<file path="src/rtl/block_mem_scheduler_if.sv">
// Request, command and completion bundle shared by the requesters,
// the block memory scheduler and the brick block memory.
interface block_mem_scheduler_if;
    logic       clear_valid;
    logic [4:0] clear_row;
    logic [4:0] clear_col;
    logic       clear_ready;
    logic       load_req;
    logic [1:0] load_stage;
    logic       pull_req;
    logic       drop_en;
    logic       mem_ready;
    logic       mem_enable;
    logic [1:0] mem_func;
    logic [4:0] mem_row;
    logic [4:0] mem_col;
    logic [1:0] mem_stage;
    logic       busy;
    logic       op_done;
    logic [1:0] op_func;

    modport slave (
        input  clear_valid, clear_row, clear_col,
        input  load_req, load_stage, pull_req, drop_en,
        input  mem_ready,
        output clear_ready, mem_enable, mem_func,
        output mem_row, mem_col, mem_stage,
        output busy, op_done, op_func
    );

    modport master (
        output clear_valid, clear_row, clear_col,
        output load_req, load_stage, pull_req, drop_en,
        output mem_ready,
        input  clear_ready, mem_enable, mem_func,
        input  mem_row, mem_col, mem_stage,
        input  busy, op_done, op_func
    );
endinterface

</file>
<file path="src/rtl/block_mem_scheduler.sv">
// Shares the brick block memory between clear queue, load/pull requests
// and the periodic drop timer; one command in flight at a time.
module block_mem_scheduler #(
    parameter int          QDEPTH      = 4,
    parameter logic [23:0] DROP_PERIOD = 24'd6000000
) (
    input  logic                 clock,
    input  logic                 reset,
    block_mem_scheduler_if.slave bus
);
    localparam int AW = $clog2(QDEPTH);
    localparam logic [AW:0] FULL = (AW+1)'(QDEPTH);
    localparam logic [1:0] F_CLEAR = 2'b00;
    localparam logic [1:0] F_LOAD  = 2'b01;
    localparam logic [1:0] F_PULL  = 2'b10;
    localparam logic [1:0] F_DROP  = 2'b11;

    typedef enum logic [2:0] {
        S_IDLE, S_GRANT, S_HOLD, S_WLOW, S_WHIGH
    } state_t;

    state_t        r_state;
    state_t        w_state_nxt;

    logic [9:0]    r_q [QDEPTH];
    logic [AW-1:0] r_wp;
    logic [AW-1:0] r_rp;
    logic [AW:0]   r_cnt;
    logic [AW:0]   w_cnt_nxt;

    logic          r_load_pend;
    logic          r_pull_pend;
    logic          r_drop_pend;
    logic [1:0]    r_load_stage;
    logic [23:0]   r_timer;

    logic          r_clear_ready;
    logic          r_mem_enable;
    logic [1:0]    r_mem_func;
    logic [4:0]    r_mem_row;
    logic [4:0]    r_mem_col;
    logic [1:0]    r_mem_stage;
    logic          r_busy;
    logic          r_op_done;
    logic [1:0]    r_op_func;

    logic          w_grant;
    logic [1:0]    w_gfunc;
    logic          w_done;
    logic          w_push;
    logic          w_pop;
    logic          w_flush;
    logic          w_drop_tick;
    logic [9:0]    w_head;

    assign w_push  = bus.clear_valid && r_clear_ready;
    assign w_pop   = w_grant && (w_gfunc == F_CLEAR);
    assign w_flush = w_grant && (w_gfunc == F_LOAD);
    assign w_head  = r_q[r_rp];
    assign w_drop_tick = bus.drop_en && !w_flush &&
                         (r_timer == DROP_PERIOD - 24'd1);

    // Arbitration and next-state selection
    always_comb begin
        w_state_nxt = r_state;
        w_grant     = 1'b0;
        w_gfunc     = F_CLEAR;
        w_done      = 1'b0;
        unique case (r_state)
            S_IDLE: begin
                if (bus.mem_ready) begin
                    if (r_load_pend) begin
                        w_grant = 1'b1;
                        w_gfunc = F_LOAD;
                    end else if (r_cnt != '0) begin
                        w_grant = 1'b1;
                        w_gfunc = F_CLEAR;
                    end else if (r_pull_pend) begin
                        w_grant = 1'b1;
                        w_gfunc = F_PULL;
                    end else if (r_drop_pend) begin
                        w_grant = 1'b1;
                        w_gfunc = F_DROP;
                    end
                end
                if (w_grant) w_state_nxt = S_GRANT;
            end
            S_GRANT: begin
                if (r_mem_func == F_CLEAR) w_state_nxt = S_HOLD;
                else                       w_state_nxt = S_WLOW;
            end
            S_HOLD: begin
                w_done      = 1'b1;
                w_state_nxt = S_IDLE;
            end
            S_WLOW: begin
                if (!bus.mem_ready) w_state_nxt = S_WHIGH;
            end
            S_WHIGH: begin
                if (bus.mem_ready) begin
                    w_done      = 1'b1;
                    w_state_nxt = S_IDLE;
                end
            end
            default: w_state_nxt = S_IDLE;
        endcase
    end

    // Clear-queue occupancy after push, pop and flush
    always_comb begin
        w_cnt_nxt = r_cnt;
        if (w_flush)
            w_cnt_nxt = '0;
        else if (w_push && !w_pop)
            w_cnt_nxt = r_cnt + 1'b1;
        else if (!w_push && w_pop)
            w_cnt_nxt = r_cnt - 1'b1;
    end

    // State register
    always_ff @(posedge clock) begin
        if (reset) r_state <= S_IDLE;
        else       r_state <= w_state_nxt;
    end

    // Clear-queue storage; pushes coinciding with a flush are dropped
    always_ff @(posedge clock) begin
        if (w_push && !w_flush) r_q[r_wp] <= {bus.clear_row, bus.clear_col};
    end

    // Clear-queue pointers and count
    always_ff @(posedge clock) begin
        if (reset) begin
            r_wp  <= '0;
            r_rp  <= '0;
            r_cnt <= '0;
        end else begin
            r_cnt <= w_cnt_nxt;
            if (w_flush) begin
                r_wp <= '0;
                r_rp <= '0;
            end else begin
                if (w_push) r_wp <= r_wp + 1'b1;
                if (w_pop)  r_rp <= r_rp + 1'b1;
            end
        end
    end

    // Sticky request flags, load stage latch and drop timer
    always_ff @(posedge clock) begin
        if (reset) begin
            r_load_pend  <= 1'b0;
            r_pull_pend  <= 1'b0;
            r_drop_pend  <= 1'b0;
            r_load_stage <= 2'd0;
            r_timer      <= 24'd0;
        end else begin
            r_load_pend <= (r_load_pend && !w_flush) || bus.load_req;
            r_pull_pend <= (r_pull_pend &&
                            !(w_grant && w_gfunc == F_PULL)) || bus.pull_req;
            r_drop_pend <= (r_drop_pend &&
                            !(w_grant && w_gfunc == F_DROP)) || w_drop_tick;
            if (bus.load_req) r_load_stage <= bus.load_stage;
            if (!bus.drop_en || w_flush || w_drop_tick)
                r_timer <= 24'd0;
            else
                r_timer <= r_timer + 24'd1;
        end
    end

    // Registered command, status and completion outputs
    always_ff @(posedge clock) begin
        if (reset) begin
            r_clear_ready <= 1'b1;
            r_mem_enable  <= 1'b0;
            r_mem_func    <= 2'd0;
            r_mem_row     <= 5'd0;
            r_mem_col     <= 5'd0;
            r_mem_stage   <= 2'd0;
            r_busy        <= 1'b0;
            r_op_done     <= 1'b0;
            r_op_func     <= 2'd0;
        end else begin
            r_clear_ready <= (w_cnt_nxt != FULL);
            r_mem_enable  <= w_grant;
            r_busy        <= (w_state_nxt != S_IDLE);
            r_op_done     <= w_done;
            if (w_done) r_op_func <= r_mem_func;
            if (w_grant) begin
                r_mem_func <= w_gfunc;
                if (w_gfunc == F_CLEAR) begin
                    r_mem_row <= w_head[9:5];
                    r_mem_col <= w_head[4:0];
                end
                if (w_gfunc == F_LOAD) r_mem_stage <= r_load_stage;
            end
        end
    end

    assign bus.clear_ready = r_clear_ready;
    assign bus.mem_enable  = r_mem_enable;
    assign bus.mem_func    = r_mem_func;
    assign bus.mem_row     = r_mem_row;
    assign bus.mem_col     = r_mem_col;
    assign bus.mem_stage   = r_mem_stage;
    assign bus.busy        = r_busy;
    assign bus.op_done     = r_op_done;
    assign bus.op_func     = r_op_func;
endmodule
</file>
<file path="src/flat_wrapper.sv">
// flat-port wrapper written by rule: the top's interface ports become plain ports
module block_mem_scheduler_flat 
#(
    parameter int          QDEPTH      = 4,
    parameter logic [23:0] DROP_PERIOD = 24'd6000000
)
  (clock, reset, bus_clear_valid, bus_clear_row, bus_clear_col, bus_load_req, bus_load_stage, bus_pull_req, bus_drop_en, bus_mem_ready, bus_clear_ready, bus_mem_enable, bus_mem_func, bus_mem_row, bus_mem_col, bus_mem_stage, bus_busy, bus_op_done, bus_op_func);
  block_mem_scheduler_if bus_i ();
  input  logic clock;
  input  logic reset;
  input wire logic [$bits(bus_i.clear_valid)-1:0] bus_clear_valid;
  input wire logic [$bits(bus_i.clear_row)-1:0] bus_clear_row;
  input wire logic [$bits(bus_i.clear_col)-1:0] bus_clear_col;
  input wire logic [$bits(bus_i.load_req)-1:0] bus_load_req;
  input wire logic [$bits(bus_i.load_stage)-1:0] bus_load_stage;
  input wire logic [$bits(bus_i.pull_req)-1:0] bus_pull_req;
  input wire logic [$bits(bus_i.drop_en)-1:0] bus_drop_en;
  input wire logic [$bits(bus_i.mem_ready)-1:0] bus_mem_ready;
  output wire logic [$bits(bus_i.clear_ready)-1:0] bus_clear_ready;
  output wire logic [$bits(bus_i.mem_enable)-1:0] bus_mem_enable;
  output wire logic [$bits(bus_i.mem_func)-1:0] bus_mem_func;
  output wire logic [$bits(bus_i.mem_row)-1:0] bus_mem_row;
  output wire logic [$bits(bus_i.mem_col)-1:0] bus_mem_col;
  output wire logic [$bits(bus_i.mem_stage)-1:0] bus_mem_stage;
  output wire logic [$bits(bus_i.busy)-1:0] bus_busy;
  output wire logic [$bits(bus_i.op_done)-1:0] bus_op_done;
  output wire logic [$bits(bus_i.op_func)-1:0] bus_op_func;
  assign bus_i.clear_valid = bus_clear_valid;
  assign bus_i.clear_row = bus_clear_row;
  assign bus_i.clear_col = bus_clear_col;
  assign bus_i.load_req = bus_load_req;
  assign bus_i.load_stage = bus_load_stage;
  assign bus_i.pull_req = bus_pull_req;
  assign bus_i.drop_en = bus_drop_en;
  assign bus_i.mem_ready = bus_mem_ready;
  assign bus_clear_ready = bus_i.clear_ready;
  assign bus_mem_enable = bus_i.mem_enable;
  assign bus_mem_func = bus_i.mem_func;
  assign bus_mem_row = bus_i.mem_row;
  assign bus_mem_col = bus_i.mem_col;
  assign bus_mem_stage = bus_i.mem_stage;
  assign bus_busy = bus_i.busy;
  assign bus_op_done = bus_i.op_done;
  assign bus_op_func = bus_i.op_func;
  block_mem_scheduler #(.QDEPTH(QDEPTH), .DROP_PERIOD(DROP_PERIOD)) u_core (.clock(clock), .reset(reset), .bus(bus_i));
endmodule
</file>
<file path="config.mk">
export PLATFORM = sky130hd
export DESIGN_NAME = block_mem_scheduler_flat
export DESIGN_NICKNAME = d
export VERILOG_FILES = /design/src/rtl/block_mem_scheduler_if.sv /design/src/rtl/block_mem_scheduler.sv /design/src/flat_wrapper.sv
export SDC_FILE = /design/constraint.sdc
export NUM_CORES = 1
export LEC_CHECK = 0
export ABC_CLOCK_PERIOD_IN_PS = 5120
export BUFFER_PORTS_ARGS = -buffer_cell sky130_fd_sc_hd__buf_2
export CAP_MARGIN = 40
export CORE_UTILIZATION = 63
export CTS_CLUSTER_SIZE = 14
export DETAILED_ROUTE_END_ITERATION = 10
export GPL_TIMING_DRIVEN = 0
export HOLD_SLACK_MARGIN = 0.1
export PLACE_DENSITY = 0.84
export SETUP_SLACK_MARGIN = 0.05
export SLEW_MARGIN = 25
export SYNTH_ARGS = -nofsm -noshare
export SYNTH_HDL_FRONTEND = slang
export SYNTH_SLANG_ARGS = --single-unit
</file>
<file path="constraint.sdc">
create_clock -name clock -period 5.12 [get_ports clock]
set_input_delay 1.024 -clock clock [delete_from_list [all_inputs] [get_ports clock]]
set_output_delay 1.024 -clock clock [all_outputs]
set_load 0.005 [all_outputs]
</file>
Word level (Yosys, flattened, before mapping)
Memory sizes are Yosys's and may differ from the RTL's. A register that Yosys moved wholly into a read port is not among the register bits.
Cells that the tools add are included.
- word-level logic and storage cells: 89
- bits in writable memories: 40
- memories kept: 1
- bits in registers: 49
- output and inout port bits: 20
- bits of input ports: 19
- memories (memory ; depth ; bits a word ; rd ports ; clocked after memory_dff ; wr ports ; RTL line ; source):
    u_core.r_q ; 4 ; 10 ; 1 ; 1 ; 1 ; block_mem_scheduler.sv:25 ; logic [9:0] r_q [QDEPTH];
- muxes and demuxes: 25
- reductions and logical operators: 33
- add/subtract/negate cells: 5
- eq/ne operators: 9
- operator list (kind ; number):
    $add 24x1->24 const B ; 1
    $eq 24x23->1 const B ; 1
    $mux 3 ; 6
    $logic_and 1x1->1 ; 13
    $mux 2 ; 6
    $pmux 3 s4 ; 1
    $mux 1 ; 11
    $eq 3x2->1 const B ; 2
    $logic_not 1->1 ; 6
    $reduce_bool 3->1 ; 2
    $logic_or 1x1->1 ; 5
    $add 2x1->2 const B ; 2
    $eq 2x2->1 const B ; 2
    $logic_not 2->1 ; 2
    $reduce_and 2->1 ; 2
    $reduce_or 2->1 ; 2
    $add 3x1->3 const B ; 1
    $eq 3x1->1 const B ; 1
    $eq 3x3->1 const B ; 1
    $logic_not 3->1 ; 1
    $ne 3x3->1 const B ; 1
    $sub 3x1->3 const B ; 1
    $eq 2x1->1 const B ; 1
    $pmux 1 s2 ; 1

Depth between registers and ports, before layout
Gate-level depths: netlist of the first run.
- depth in word-level cells: 13
- depth in mapped cells: 7
- depth with buffers taken out: 7

Worst setup path after synthesis of the first run
No wires, ideal clock.
- kind: input to register
- from: input bus_mem_ready
- to: register u_core.r_clear_ready (netlist: u_core.bus.clear_ready)
- library setup time: 0.134 ns
- arrival time: 2.354 ns
- data required time: 4.986 ns
- path buffers: 1
- setup slack: 2.632 ns
- stages: 6
- cell sequence: or4b_1 -> buf_2 -> nor3b_4 -> mux2i_1 -> xor2_1 -> o211ai_1
- longest elaborated chain between the ends: 9
- elaborated cells between the ends (all ways): 16
- those cells by class: 2 x eq/ne; 8 x mux; 6 x reduce/logical
- RTL lines (element ; RTL line ; source):
    from (decl) ; flat_wrapper.sv:18 ; input wire logic [$bits(bus_i.mem_ready)-1:0] bus_mem_ready;
    $mux 1 / $mux 2 (equally long branches) ; block_mem_scheduler.sv:71 ; if (bus.mem_ready) begin
    $mux 1 / $mux 2 (equally long branches) ; block_mem_scheduler.sv:69 ; unique case (r_state)
    $mux 1 / $logic_not 2->1 (equally long branches) ; block_mem_scheduler.sv:69, block_mem_scheduler.sv:57 ;
    $logic_and 1x1->1 ; block_mem_scheduler.sv:57 ; assign w_pop = w_grant && (w_gfunc == F_CLEAR);
    $logic_and 1x1->1 / $logic_not 1->1 (equally long branches) ; block_mem_scheduler.sv:116, block_mem_scheduler.sv:114 ;
    $mux 3 / $logic_and 1x1->1 (equally long branches) ; block_mem_scheduler.sv:116, block_mem_scheduler.sv:114 ;
    $mux 3 ; block_mem_scheduler.sv:114 ; else if (w_push && !w_pop)
    $mux 3 * ; block_mem_scheduler.sv:112 ; if (w_flush)
    $ne 3x3->1 * ; block_mem_scheduler.sv:184 ; r_clear_ready <= (w_cnt_nxt != FULL);
    to (signal assigned) ; block_mem_scheduler.sv:184 ;
    to (decl) ; block_mem_scheduler.sv:37 ; logic r_clear_ready;
Mark *: on every way between the ends. The rest lies on a longest branch, timed or not. The select of a mux whose other input is x is not followed.
A chain may end at the register's enable or synchronous reset.

Worst setup path in the final report of the first run
- from: input bus_mem_ready
- to: memory u_core.r_q[3][6], enable pin
- longest elaborated chain between the ends: 8
- elaborated cells between the ends (all ways): 11
- those cells by class: 1 x eq/ne; 7 x mux; 3 x reduce/logical
- RTL lines (element ; RTL line ; source):
    $mux 2 / $mux 1 (equally long branches) ; block_mem_scheduler.sv:71 ;
    $mux 2 / $mux 1 (equally long branches) ; block_mem_scheduler.sv:69 ;
    $eq 2x1->1 / $mux 1 (equally long branches) ; block_mem_scheduler.sv:58, block_mem_scheduler.sv:69 ;
    $logic_and 1x1->1 * ; block_mem_scheduler.sv:58 ; assign w_flush = w_grant && (w_gfunc == F_LOAD);
    $logic_not 1->1 * ; block_mem_scheduler.sv:128 ; if (w_push && !w_flush) r_q[r_wp] <= {bus.clear_row, bus.clear_col};
    $logic_and 1x1->1 * ; block_mem_scheduler.sv:128 ;
    $mux 1 * ; block_mem_scheduler.sv:128 ;
    $mux 1 (implied by the code) * ; block_mem_scheduler.sv:128 ;
    to (decl) ; block_mem_scheduler.sv:25 ;
Marks and branches as above.

==> out/qor.csv, run 1 <==
stage,metric,value,unit
timing,Final Hold Fails,0,
synthesis,sequential area share after synthesis,59.6,%
timing,max-slew violations,0,
synthesis,syn_nets,375,
clocking,# Post-CTS Setup Buffers,0,
worst_setup_path,Critical Path AT,2.51,ns
routing,met2 WL,3.55,mm
finish,FF+latch area,2380,um^2
finish,area grow syn2layout,11.6,%
timing,setup_tns,0,ns
timing,Slew HR,52.2,%
clocking,H-Tree Depth,3,
finish,multi-input logic area,1520,um^2
worst_setup_path,Critical Path RT,5.15,ns
floorplan,Ports,39,
clocking,clock latency on the worst-skew pair,0.35,ns
timing,worst slew pin tran,0.711,ns
placed_design,Placer Congestion,0.772,
grt,initial antenna violation count,0,
clocking,clock sinks,99,
synthesis,Synth async-reset ratio,0,%
finish,"commonest non-fill, non-tap cells in the layout","dfxtp_1, nor2_1, buf_2, edfxtp_1, nand2_1",
routing,wire length on met1,3.19,mm
finish,# nets final,426,
grt,vias in the first global route,2480,
clocking,clk slew on worst S/H paths,0.08,ns
power,Pwr Total,1620,uW
routing,drt total wl,7.14,mm
power,peak supply drop,202,uV
finish,"most common cell after layout, fill and taps aside",dfxtp_1,
finish,Fillers,399,
floorplan,CORE AREA,6030,um^2
clocking,CTS Buf Count,9,
clocking,CTS tree,yes,
worst_setup_path,crit path max fanout,10,
run,max_cap viols,0,
synthesis,"flops & latches, synth",99,
clocking,hold buffer count at CTS,0,
timing,Max Freq,404,MHz
synthesis,Synth Warn #,0,
floorplan,Die Y,81.6,um
worst_setup_path,critical path class,in2reg,
finish,# diodes,0,
synthesis,syn avg cell area,11.5,um^2
worst_hold_path,Worst Hold End,u_core.r_timer[0],
routing,average vias per placed instance,5.62,
floorplan,Initial Util,66.3,%
synthesis,count of different cell masters after synthesis,41,
routing,Residual DRC,0,
synthesis,"Primary FF master, synth",dfxtp_1,
finish,share of cells above drive strength 1,17.8,%
routing,DR WL met3,292,um
worst_setup_path,CP endpoint kind,flop,
timing,crit path time final,2.48,ns
routing,initial drt markers,168,
placed_design,estimated wirelength of the detail-placed design,4.95,mm
floorplan,Cell Rows,28,
grt,first-pass GRT wire length,11.2,mm
floorplan,die width,81.6,um
routing,WL/cell,14.9,um
grt,"Remaining Overflow, GRT",0,
routing,Antenna Nets Post-Route,0,
placed_design,dpl ws,2.27,ns
power,Pwr Density,364,nW/um^2
worst_hold_path,hold path cells,1,
worst_setup_path,worst flop-to-flop path endpoint,u_core.r_timer[3],
routing,drt pass-1 iters,4,
clocking,post-CTS resize count,0,
worst_hold_path,HP Class,reg2reg,
routing,routed vias,2693,
worst_setup_path,startpoint class of the critical path,input pin,
floorplan,Die Footprint,6670,um^2
synthesis,post-synthesis cell area,4000,um^2
worst_setup_path,Critical Path Source,bus_mem_ready,
timing,RSZ-0062 raised after global routing,false,
synthesis,Mapped Cells,348,
power,cell leakage power,0.00161,uW
grt,largest net degree at the start of global routing,17,
timing,final period utilization,48.4,%
grt,total track usage,23.0,%
worst_setup_path,R2R Setup Slk,2.79,ns
placed_design,total placed instance area,4280,um^2
outcome,status,"finished, final reports clean",
finish,fin util,74.0,%
clocking,maximum clock path buffer count,2,
worst_hold_path,min-delay src,u_core.r_timer[0],
worst_setup_path,R2R depth,7,
finish,post-route cell area,4460,um^2
timing,Final Skew,0.0101,ns
worst_setup_path,FF-to-FF Start,u_core.r_timer[0],
synthesis,"EDFF count, synth",40,
placed_design,I/O Buffers,38,
clocking,root buf cell,clkbuf_8,
timing,setup ws final,2.64,ns
timing,final setup vio count,0,
routing,top sig layer,met4,
-- layer usage --
metal  GRT usage [%]  up-vias
met2            37.1       69
met1            30.3     1287
met3            3.44       11
met4            11.6        0
met5               0        -
li1                -     1326
-- layout make-up --
cell class                 instances  share of cell area, %
sequential                        99                   53.4
multi-input combinational        228                   34.0
timing repair buffer              40                   4.60
clock buffer                      10                   2.86
tap                               75                   2.10
buffer                            13                   1.49
clock inverter                     6                  0.786
inverter                           8                  0.674
-- synthesized netlist by cell type (all sizes together), types with 3 or more instances --
cell | number | share of area, %
xnor2 | 11 | 2.4
buf | 7 | 1.1
and3 | 7 | 1.1
a21oi | 18 | 2.3
dfxtp | 59 | 30
nor2 | 48 | 4.5
nand4 | 5 | 0.78
ha | 8 | 2.5
inv | 8 | 0.75
nand2 | 39 | 3.7
or3 | 3 | 0.47
nor3 | 8 | 1.0
mux2i | 5 | 1.3
clkbuf | 6 | 0.56
o21ai | 5 | 0.63
mux4 | 10 | 5.6
xor2 | 16 | 3.5
edfxtp | 40 | 30
nand3 | 15 | 1.9
nand2b | 4 | 0.63
-- where the power goes --
| group | switching, uW | internal, uW |
|---|---|---|
| combinational | 157 | 130 |
| sequential | 34.7 | 878 |
| clock | 250 | 173 |
| total | 442 | 1180 |
-- flip-flops by register name, summed over array words and instances, names as in the netlist, 3 cells and up --
register / cells
u_core.r_q: 40
u_core.r_timer: 24
u_core.bus.mem_col: 5
u_core.bus.mem_row: 5
u_core.r_cnt: 3
u_core.r_state: 3
-- worst max path at each step --
stage                             endpoint  slack, ns  depth (start not counted)
global placement          u_core.r_q[2][7]       2.31                          4
detailed placement        u_core.r_q[3][7]       2.27                          4
finish                    u_core.r_q[3][6]       2.64                          4
CTS                       u_core.r_q[3][4]       2.66                          4
floorplan           u_core.bus.clear_ready       2.63                          6
global route              u_core.r_q[3][6]       2.54                          4
-- cell families after synthesis --
group / after synthesis / synth area share (%)
buffers and inverters: 21 / 2.41
muxes: 17 / 7.45
AOI/OAI and AO/OA: 30 / 4.29
adders and majority gates: 8 / 2.50
xor gates and xnor gates: 27 / 5.92
and+or+nand+nor: 146 / 17.8
DFF: 99 / 59.6
-- critical path: stages --
cell	delay, ns
buf_2	0.13
nor4b_2	0.57
nand2_1	0.32
and3_1	0.46
-- per-stage QoR --
stage,hold slack [ns],std cells
final,0.452,479
after CTS,0.457,478
after detailed placement,0.445,462
after global placement,0.428,461
after global routing,0.476,479
after floorplan,0.417,348
Power figures use the tool's default switching activity.
==> run 2, diff against run 1 <==
ABC_CLOCK_PERIOD_IN_PS = 2130   (was 5120)
CORE_UTILIZATION = 52   (was 63)
PLACE_DENSITY = 0.74   (was 0.84)
clock period = 2.13 ns   (was 5.12 ns; I/O delays follow)
==> out/qor.csv, run 2 (synthesized netlist as in run 1, its figures left out) <==
stage,metric,value,unit,change
finish,share of cells above drive strength 1,21.5,%,+3.7 points
grt,largest net degree at the start of global routing,17,,unchanged
grt,first-pass GRT wire length,11.2,mm,-0.31%
finish,"commonest non-fill, non-tap cells in the layout","dfxtp_1, nor2_1, buf_2, edfxtp_1, nand2_1",,
placed_design,I/O Buffers,38,,unchanged
floorplan,Cell Rows,31,,+11%
placed_design,Placer Congestion,0.781,,+1.3%
finish,max reg flops,40,,unchanged
clocking,H-Tree Depth,3,,unchanged
floorplan,Die Footprint,8040,um^2,+21%
routing,drt total wl,7.12,mm,-0.29%
outcome,status,"finished, final reports clean",,
timing,Final Skew,0.0111,ns,+0.000912 ns
timing,Max Freq,494,MHz,
worst_hold_path,HP Class,in2reg,,
placed_design,dpl ws,-0.194,ns,-2.46 ns
worst_setup_path,critical path class,reg2reg,,
finish,biggest regs,"u_core.r_q: 40 flops, u_core.r_timer: 24 flops",,
clocking,root buf cell,clkbuf_8,,
timing,Final Hold Fails,0,,unchanged
finish,# diodes,0,,unchanged
power,cell leakage power,0.00170,uW,+5.5%
timing,setup_tns,0,ns,unchanged
timing,worst slew pin tran,0.606,ns,-0.104 ns
routing,initial drt markers,113,,-33%
finish,area grow syn2layout,17.3,%,
finish,Fillers,577,,+45%
clocking,clock latency on the worst-skew pair,0.35,ns,about the same
floorplan,Die Y,89.7,um,+9.8%
finish,post-route cell area,4690,um^2,+5.2%
floorplan,Ports,39,,unchanged
placed_design,total placed instance area,4320,um^2,+0.73%
floorplan,die width,89.7,um,+9.8%
run,max_cap viols,0,,unchanged
timing,Slew HR,59.6,%,+7.4 points
routing,WL/cell,14.0,um,-6.0%
clocking,hold buffer count at CTS,0,,unchanged
finish,fin util,64.0,%,-10 points
clocking,maximum clock path buffer count,2,,unchanged
power,peak supply drop,426,uV,+110%
timing,final period utilization,95.1,%,
worst_setup_path,CP endpoint kind,flop,,
floorplan,Initial Util,54.5,%,-12 points
routing,drt pass-1 iters,4,,unchanged
routing,routed vias,2663,,-1.1%
routing,average vias per placed instance,5.24,,-6.8%
clocking,CTS tree,yes,,
timing,final setup vio count,0,,unchanged
grt,vias in the first global route,2419,,-2.5%
timing,max-slew violations,0,,unchanged
worst_setup_path,Critical Path AT,2.28,ns,-0.23 ns
grt,total track usage,18.9,%,-4.1 points
grt,"Remaining Overflow, GRT",0,,unchanged
floorplan,CORE AREA,7330,um^2,+22%
timing,final hold slack,0.286,ns,-0.166 ns
finish,Largest Register,u_core.r_q,,
routing,Residual DRC,0,,unchanged
timing,crit path time final,2.03,ns,
routing,Antenna Nets Post-Route,0,,unchanged
clocking,clk slew on worst S/H paths,0.09,ns,about the same
clocking,CTS Buf Count,9,,unchanged
worst_setup_path,startpoint class of the critical path,flop,,
worst_setup_path,Critical Path RT,2.38,ns,-2.77 ns
grt,initial antenna violation count,0,,unchanged
finish,# nets final,431,,+1.2%
power,Pwr Density,920,nW/um^2,+150%
finish,"most common cell after layout, fill and taps aside",dfxtp_1,,
clocking,clock sinks,99,,unchanged
worst_setup_path,crit path max fanout,7,,-3
timing,RSZ-0062 raised after global routing,false,,
placed_design,estimated wirelength of the detail-placed design,4.73,mm,-4.4%
timing,setup ws final,0.104,ns,-2.54 ns
-- run 2: critical path, stage by stage, from the launching register on --
cell     delay (ns)
dfxtp_1        0.37
ha_4           0.16
nand2_2        0.08
or3_4          0.39
or4_4          0.57
nand3_4        0.14
buf_4          0.16
nor2_1         0.04
-- run 2: final timing paths --
kind | depth (start not counted) | from | slack, ns | to
hold / removal | 3 | bus_pull_req | 0.29 | u_core.r_pull_pend
hold reg to reg | 1 | u_core.r_timer[0] | 0.45 | u_core.r_timer[0]
setup / recovery | 7 | u_core.r_timer[1] | 0.10 | u_core.r_timer[7]
setup reg to reg | 7 | u_core.r_timer[1] | 0.10 | u_core.r_timer[7]
-- run 2: what timing repair did --
| item | in CTS | in global routing |
|---|---|---|
| cloned | 0 | 1 |
| pin swaps | 2 | 2 |
| endpoints found under the hold margin | 0 | 0 |
| endpoints found under the setup margin | 66 | 24 |
| gates resized for setup | 9 | 10 |
| setup buffers | 3 | 2 |
-- run 2: layout make-up --
cell class                 count  area, um^2  area share, %
inverter                       8        30.0          0.640
timing repair buffer          46         251           5.36
sequential                    99        2390           50.9
clock inverter                 2        35.0          0.747
clock buffer                  14         216           4.62
tap                           99         124           2.64
multi-input combinational    228        1570           33.5
buffer                        12        72.6           1.55
-- run 2: per-stage QoR --
step	total power, uW	cells
5_1_grt	4540	508
4_1_cts	4330	505
3_3_place_gp	2890	485
2_1_floorplan	2720	348
3_5_place_dp	2910	486
6_report	4320	508
-- run 2: report_power, final --
| group | internal [uW] | switching [uW] |
|---|---|---|
| Clock | 788 | 609 |
| Combinational | 346 | 374 |
| Sequential | 2110 | 87.3 |
| Total | 3250 | 1070 |
-- run 2: metal layers --
layer  up-vias  global-route usage (%)  wire length (um)
met5         -                       0                 0
li1       1332                       -                 -
met4         0                    7.22                99
met1      1265                    25.1              3360
met3        11                    4.20               258
met2        55                    30.2              3400
